===== src/rtl/pipe_pkg.sv =====
// Shared types and defaults for the skid-buffered pipeline stage.
package pipe_pkg;

  localparam int unsigned PIPE_DATA_WIDTH = 96;

  typedef enum logic [1:0] {
    EMPTY = 2'd0,
    ONE   = 2'd1,
    TWO   = 2'd2
  } pipe_state_e;

endpackage


===== src/rtl/pipe_stage_skid.sv =====
// Valid/ready pipeline stage with an optional skid register (PIPE_STAGE_SKID_EN).
// With the skid, in_ready_o is a flop; without it, in_ready_o follows out_ready_i.
module pipe_stage_skid
  import pipe_pkg::*;
#(
  parameter int unsigned            DATA_WIDTH = PIPE_DATA_WIDTH,
  parameter logic [DATA_WIDTH-1:0]  FLUSH_DATA = '0
) (
  input  logic                  cpu_clk,
  input  logic                  cpu_rst_n,
  input  logic                  flush_i,
  input  logic                  in_valid_i,
  output logic                  in_ready_o,
  input  logic [DATA_WIDTH-1:0] in_data_i,
  output logic                  out_valid_o,
  input  logic                  out_ready_i,
  output logic [DATA_WIDTH-1:0] out_data_o
);

  pipe_state_e           state_q, state_d;
  logic [DATA_WIDTH-1:0] main_q, main_d;
  logic                  rdy_q, rdy_d;
  logic                  in_xfer_c;
  logic                  out_xfer_c;
`ifdef PIPE_STAGE_SKID_EN
  logic [DATA_WIDTH-1:0] skid_q, skid_d;
`endif

  assign out_valid_o = (state_q != EMPTY);
  assign out_data_o  = main_q;

`ifdef PIPE_STAGE_SKID_EN
  assign in_ready_o = rdy_q;
`else
  // rdy_q only masks the ready during and right after reset
  assign in_ready_o = rdy_q && (!out_valid_o || out_ready_i);
`endif

  assign in_xfer_c  = in_valid_i && in_ready_o;
  assign out_xfer_c = out_valid_o && out_ready_i;

  // Next-state and datapath selection; flush overrides every handshake
  always_comb begin
    state_d = state_q;
    main_d  = main_q;
`ifdef PIPE_STAGE_SKID_EN
    skid_d  = skid_q;
`endif
    case (state_q)
      EMPTY: begin
        if (in_xfer_c) begin
          state_d = ONE;
          main_d  = in_data_i;
        end
      end
      ONE: begin
        if (in_xfer_c) begin
          if (out_xfer_c) begin
            main_d = in_data_i;
          end
`ifdef PIPE_STAGE_SKID_EN
          else begin
            state_d = TWO;
            skid_d  = in_data_i;
          end
`endif
        end else if (out_xfer_c) begin
          state_d = EMPTY;
          main_d  = FLUSH_DATA;
        end
      end
`ifdef PIPE_STAGE_SKID_EN
      TWO: begin
        if (out_xfer_c) begin
          state_d = ONE;
          main_d  = skid_q;
          skid_d  = FLUSH_DATA;
        end
      end
`endif
      default: begin
        state_d = EMPTY;
        main_d  = FLUSH_DATA;
      end
    endcase
    if (flush_i) begin
      state_d = EMPTY;
      main_d  = FLUSH_DATA;
`ifdef PIPE_STAGE_SKID_EN
      skid_d  = FLUSH_DATA;
`endif
    end
`ifdef PIPE_STAGE_SKID_EN
    rdy_d = (state_d != TWO);
`else
    rdy_d = 1'b1;
`endif
  end

  always_ff @(posedge cpu_clk) begin
    if (!cpu_rst_n) begin
      state_q <= EMPTY;
      main_q  <= FLUSH_DATA;
      rdy_q   <= 1'b0;
`ifdef PIPE_STAGE_SKID_EN
      skid_q  <= FLUSH_DATA;
`endif
    end else begin
      state_q <= state_d;
      main_q  <= main_d;
      rdy_q   <= rdy_d;
`ifdef PIPE_STAGE_SKID_EN
      skid_q  <= skid_d;
`endif
    end
  end

endmodule


===== config.mk =====
export PLATFORM = sky130hd
export DESIGN_NAME = pipe_stage_skid
export DESIGN_NICKNAME = d
export VERILOG_FILES = /design/src/rtl/pipe_pkg.sv /design/src/rtl/pipe_stage_skid.sv
export SDC_FILE = /design/constraint.sdc
export NUM_CORES = 1
export LEC_CHECK = 0
export CORE_MARGIN = 2
export CORE_UTILIZATION = 39
export CTS_CLUSTER_DIAMETER = 60
export DETAILED_ROUTE_END_ITERATION = 10
export HOLD_SLACK_MARGIN = 0.05
export PLACE_DENSITY = 0.8
export SLEW_MARGIN = 10
export SYNTH_ARGS = -nofsm -noshare
export SYNTH_HDL_FRONTEND = slang
export SYNTH_SLANG_ARGS = --single-unit
export TNS_END_PERCENT = 100

===== constraint.sdc =====
create_clock -name cpu_clk -period 1.58 [get_ports cpu_clk]
set_clock_uncertainty 0.2 [all_clocks]
set_input_delay 0.316 -clock cpu_clk [delete_from_list [all_inputs] [get_ports cpu_clk]]
set_output_delay 0.316 -clock cpu_clk [all_outputs]
set_load 0.02 [all_outputs]

==> results.ini, run 1 <==
[synth]
synth_area_leaders = sky130_fd_sc_hd__dfxtp_1 (53%), sky130_fd_sc_hd__nand3_1 (26%), sky130_fd_sc_hd__a21oi_1 (13%)
mappedNetlistArea_sq_um = 3720
synth.ff_latch_count = 98
synth_area_per_cell_sq_um = 8.32
post_synth_num_cell_types = 12
yosysTopAreaCell = sky130_fd_sc_hd__dfxtp_1
synthesis.nets = 548
synth-seq-area-share = 0.527
post-synth-top-area-fraction = 0.527
syn_inst = 447
ys.warnings.count = 0

[grt]
global_route.usage.total = 0.214
grt_use_met2 = 0.367
first_pass_grt_wire_length_um = 17700
gr-max-usage-layer = met2
largest_net_degree_at_the_start_of_global_routing = 54
grt_util_met1 = 0.258
antenna_found_initial = 0
gr-total-overflow = 0
grt_pass1_vias = 3647
grtUsageMet3 = 0.0545

[finish]
design.final.nets = 723
most-common-layout-cells = sky130_fd_sc_hd__nand3_1 (192), sky130_fd_sc_hd__clkdlybuf4s50_1 (99), sky130_fd_sc_hd__a21oi_1 (97), sky130_fd_sc_hd__dfxtp_1 (97), sky130_fd_sc_hd__clkdlybuf4s15_1 (60)
num_antenna_cells = 0
areaGrowthSynthToFinish_pct = 63.0
layout_cell_share_with_drive_strength_beyond_1 = 0.100
mostFrequentLayoutCell = sky130_fd_sc_hd__nand3_1
stdcell_area_sq_um = 6070

[clock_tree]
postCtsSetupBuffers = 0
clk_root_buffer_cell = sky130_fd_sc_hd__clkbuf_8
clkSlewWorstSetupHoldPaths_ps = 100
tritoncts = done
number_of_cts_inserted_buffers = 9
clkLatencyLatePin_ps = 340
cts_htree_levels = 3
clockBufferDepth = 2
cts_num_sinks = 98

[worst_setup_path]
worstPathBufferInverterCount = 1
cp_top_family = buffers and inverters
worst-endpoint-arrival_ps = 1040
setup.worst_path.start = out_data_o[76]$_SDFFE_PP0P_
critical_path_class = flop to output pin
endpoint_kind = output pin
max_stage_delay_on_crit_path_ps = 350
timing.critical_path.from_type = flop
crit_slowest_cell = sky130_fd_sc_hd__dlygate4sd2_1
timing.reg2reg.setup_slack_ps = 130
critPathRequiredTime_ps = 1060
cp_cell_sequence = dlygate4sd2_1
regToRegStartpoint = state_q[0]$_SDFFE_PP0P_
worstPathMaxFanout = 2

[job]
drv_cap = 0

[place]
finalWeightedCongestion = 0.801
io_buffer_count = 198
detailedPlacementHpwl_um = 7980
place_area_sq_um = 5880
setup_slack_placement_ps = -599

[power]
p_int_w = 0.00402
power.clock.fraction = 0.373
power.net_switching_w = 0.00123
power.density_cell_area_nw_per_um2 = 866
switching_share = 0.234
p_comb_frac = 0.141
seq_pwr_share = 0.486
power.leakage_nw = 2.27
post-layout-total-power_w = 0.00525
peakVddDrop_mv = 0.595

[sta]
relSlewSlack = 0.781
post_route_clock_period_utilization = 0.982
period_minus_slack_ps = 1550
report.final.slew_viol_count = 0
fmax_mhz = 645
worst_pin_slew_ps = 328
setup_slack_ps = 28.8
grt_setup_unrepaired = false
hold_viol = 0
finalSetupViolCount = 0

[detailed_routing]
route.vias.total = 4014
finalWirelength_um = 12000
via_per_inst = 5.31
drt.antenna.violating_nets = 0
drcViolationCount = 0
detail_route.iter0.violations = 207
router_iterations_before_antenna_repair = 5
wl_per_cell_um = 15.9

[floorplanning]
die-width_um = 102
io-pin-count = 199
fp.dieH_um = 102
die_footprint_sq_um = 10300
floorplan.core_area_sq_um = 9240
start_util = 0.403
placement_rows = 35

[min_path]
classification_of_the_worst_slack_hold_path = flop to flop
hold_path_startpoint = out_data_o[3]$_SDFFE_PP0P_

[run_status]
status = complete, no violations

-- power by group through the flow --
stage	Combinational (W)	Clock, W	Sequential, W
after floorplan	0.000243	0	0.00267
after global placement	0.000745	0	0.00261
after detailed placement	0.000755	0	0.00261
after CTS	0.000722	0.00202	0.00255
after global routing	0.000791	0.00211	0.00256
final	0.000741	0.00196	0.00255
-- path summary, 6_finish.rpt --
check	end	cells past startpoint
worst min register to register	out_data_o[3]$_SDFFE_PP0P_	2
worst max-delay path	out_data_o[76]	1
worst max register to register	out_data_o[44]$_SDFFE_PP0P_	5
worst min-delay path	out_data_o[3]$_SDFFE_PP0P_	2
-- final cells by class --
| class | instances | area, sq um |
|---|---|---|
| clock buffers | 10 | 138 |
| clock inverters | 6 | 113 |
| fillers | 762 | 3170 |
| multi-input cells | 296 | 1520 |
| flip-flops and latches | 98 | 1970 |
| well taps | 129 | 161 |
| repair buffers | 217 | 2170 |
-- stage by stage --
stage	util	hold slack, ps	setup TNS (ps)	std cells
after detailed placement	0.637	258	-31370	738
after floorplan	-	144	0	447
after CTS	0.653	270	0	754
after global placement	0.637	252	-26760	738
final	0.656	268	0	756
after global routing	0.656	286	0	756
-- layer usage --
| metal | part of all wire | wire length [um] |
|---|---|---|
| met3 | 0.085 | 1020 |
| met4 | 0.012 | 146 |
| met5 | 0 | 0 |
| met1 | 0.40 | 4820 |
| met2 | 0.50 | 6030 |
-- synth_stat cells --
| cell type | instances |
|---|---|
| sky130_fd_sc_hd__clkbuf_1 | 20 |
| sky130_fd_sc_hd__nand3b_2 | 1 |
| sky130_fd_sc_hd__nand2_1 | 2 |
| sky130_fd_sc_hd__buf_6 | 5 |
| sky130_fd_sc_hd__and2_1 | 2 |
| sky130_fd_sc_hd__dfxtp_1 | 98 |
| sky130_fd_sc_hd__a21oi_1 | 97 |
| sky130_fd_sc_hd__nand2b_1 | 2 |
| sky130_fd_sc_hd__buf_1 | 6 |
| sky130_fd_sc_hd__nand3_1 | 192 |
| sky130_fd_sc_hd__buf_2 | 20 |
| sky130_fd_sc_hd__buf_4 | 2 |
-- cell families after synthesis --
group	after synthesis	synth area share
buffers and inverters	53	0.0723
and+or+nand+nor	199	0.270
AOI/OAI and AO/OA	97	0.130
DFF	98	0.527
-- state kept, by name, indices dropped and copies added (netlist names) --
register    cells
rdy_q           1
out_data_o     96
state_q         1
-- timing repair --
action                     CTS  global route
gates cloned                 0             2
hold buffers                 0             0
resized for setup          127            80
setup endpoints to repair  142            75
pin swaps                    1             0
Power figures use the tool's default switching activity.
==> run 2: changes to the inputs <==
- CORE_MARGIN: 2 -> 1
==> run 2 against run 1 <==
Effect of this change:
- clock power fell by 11%
- first-iteration DRC count shrank 30%
- register-to-register slack got worse by 20 ps
- sequential cell count stayed put
- critical path depth grew 2
- sequential power about the same
- critical path type unchanged
- largest cell class unchanged
- final cell count up 0.66%
- final area down 1.1%
- utilization fell by 0.69 points
==> results.ini, run 2 (same netlist as run 1, synthesis figures left out) <==
[sta]
relSlewSlack = 0.753
grt_setup_unrepaired = true
fmax_mhz = 639
post_route_clock_period_utilization = 0.991
worst_pin_slew_ps = 370
setup_slack_ps = 14.0
report.final.slew_viol_count = 0
hold_viol = 0
finalSetupViolCount = 0
totalNegativeSetupSlack_ps = 0
period_minus_slack_ps = 1570

[clock_tree]
cts_htree_levels = 3
cts-hold-fix-buffers = 0
clkSlewWorstSetupHoldPaths_ps = 90
cts_num_sinks = 98
postCtsSetupBuffers = 0
clockBufferDepth = 2
number_of_cts_inserted_buffers = 9
tritoncts = done
clkLatencyLatePin_ps = 350
clk_root_buffer_cell = sky130_fd_sc_hd__clkbuf_8

[min_path]
classification_of_the_worst_slack_hold_path = flop to flop
hold_path_startpoint = out_data_o[28]$_SDFFE_PP0P_
worstHoldPathCells = 2

[finish]
sequential_cell_area_sq_um = 1970
design.final.nets = 728
areaGrowthSynthToFinish_pct = 61.3
fillers = 756
largest_register_ff_count = 96
mostFrequentLayoutCell = sky130_fd_sc_hd__nand3_1
most-common-layout-cells = sky130_fd_sc_hd__nand3_1 (192), sky130_fd_sc_hd__clkdlybuf4s50_1 (99), sky130_fd_sc_hd__a21oi_1 (97), sky130_fd_sc_hd__dfxtp_1 (97), sky130_fd_sc_hd__clkdlybuf4s15_1 (61)
stdcell_area_sq_um = 6000
final_core_utilization = 0.650
multi_input_area_sq_um = 1520
num_antenna_cells = 0
layout_cell_share_with_drive_strength_beyond_1 = 0.122

[worst_setup_path]
critPathRequiredTime_ps = 1060
worst-endpoint-arrival_ps = 1050
worstPathMaxFanout = 3
regToRegStartpoint = rdy_q$_DFF_P_
critical_path_class = flop to output pin
setup.worst_path.start = state_q[0]$_SDFFE_PP0P_
endpoint_kind = output pin
r2r_cells = 5
timing.critical_path.from_type = flop

[grt]
largest_net_degree_at_the_start_of_global_routing = 62
antenna_found_initial = 0
global_route.usage.total = 0.230
grt_pass1_vias = 3748
first_pass_grt_wire_length_um = 18300
gr-total-overflow = 0

[floorplanning]
start_util = 0.403
floorplan.core_area_sq_um = 9240
fp.dieH_um = 99.7
die-width_um = 99.7
io-pin-count = 199
placement_rows = 35
die_footprint_sq_um = 9940

[power]
peakVddDrop_mv = 0.514
power.leakage_nw = 2.23
power.density_cell_area_nw_per_um2 = 839
post-layout-total-power_w = 0.00504

[place]
place_area_sq_um = 5940
finalWeightedCongestion = 0.765
detailedPlacementHpwl_um = 8150
setup_slack_placement_ps = -573
io_buffer_count = 198

[detailed_routing]
wl_per_cell_um = 15.3
detail_route.iter0.violations = 144
via_per_inst = 5.33
drt.antenna.violating_nets = 0
router_iterations_before_antenna_repair = 6
drcViolationCount = 0
route.vias.total = 4054
finalWirelength_um = 11600

[run_status]
status = complete, no violations

[job]
drv_cap = 0

run 2: cell count changes in the layout (fill, tap and decap cells not counted), moves of 2 or more:
cell,previous run,this run
sky130_fd_sc_hd__dlygate4sd2_1,18,8
sky130_fd_sc_hd__clkbuf_2,19,28
sky130_fd_sc_hd__buf_4,6,14
sky130_fd_sc_hd__bufinv_16,3,1
run 2: critical path: stages, from the launching register on:
cell	delay, ps
sky130_fd_sc_hd__dfxtp_4	380
sky130_fd_sc_hd__nand2b_4	50
sky130_fd_sc_hd__and2_4	150
sky130_fd_sc_hd__buf_6	120
run 2: report_power, final:
group          leakage [nW]  total (W)  switching [W]  internal, W
clock network         0.115    0.00175       0.000872     0.000879
logic                  1.32   0.000736       0.000339     0.000397
registers             0.795    0.00255      0.0000280      0.00252
total                  2.23    0.00504        0.00124      0.00380
run 2: final cells by class:
class / instances / share of cell area
repair buffers: 222 / 0.355
multi-input cells: 296 / 0.253
flip-flops and latches: 98 / 0.327
clock buffers: 11 / 0.0271
well taps: 129 / 0.0269
clock inverters: 5 / 0.00959
run 2: worst paths after layout:
check                                 to  slack, ps
max reg2reg  out_data_o[76]$_SDFFE_PP0P_        110
min          out_data_o[28]$_SDFFE_PP0P_        270
max                           in_ready_o         10
min reg2reg  out_data_o[28]$_SDFFE_PP0P_        270
run 2: stage by stage:
step / hold WS, ps / cells
2_1_floorplan: 144 / 447
3_3_place_gp: 252 / 745
3_5_place_dp: 258 / 745
4_1_cts: 268 / 761
5_1_grt: 288 / 761
6_report: 267 / 761
run 2: metal layers:
metal	wire length, um	global-route usage	up-vias
met4	258	0.0894	0
li1	-	-	1957
met1	4790	0.273	1921
met2	5740	0.396	154
met3	840	0.0611	22
met5	0	0	-
run 2: timing repair:
item | in CTS | in global routing
cloned | 0 | 0
setup endpoints to repair | 98 | 88
gates resized for setup | 120 | 104
==> run 3: changes to the inputs <==
- CAP_MARGIN: default -> 0
==> results of run 3 <==
The final DEF is identical to that of run 2; final timing and power are the same.
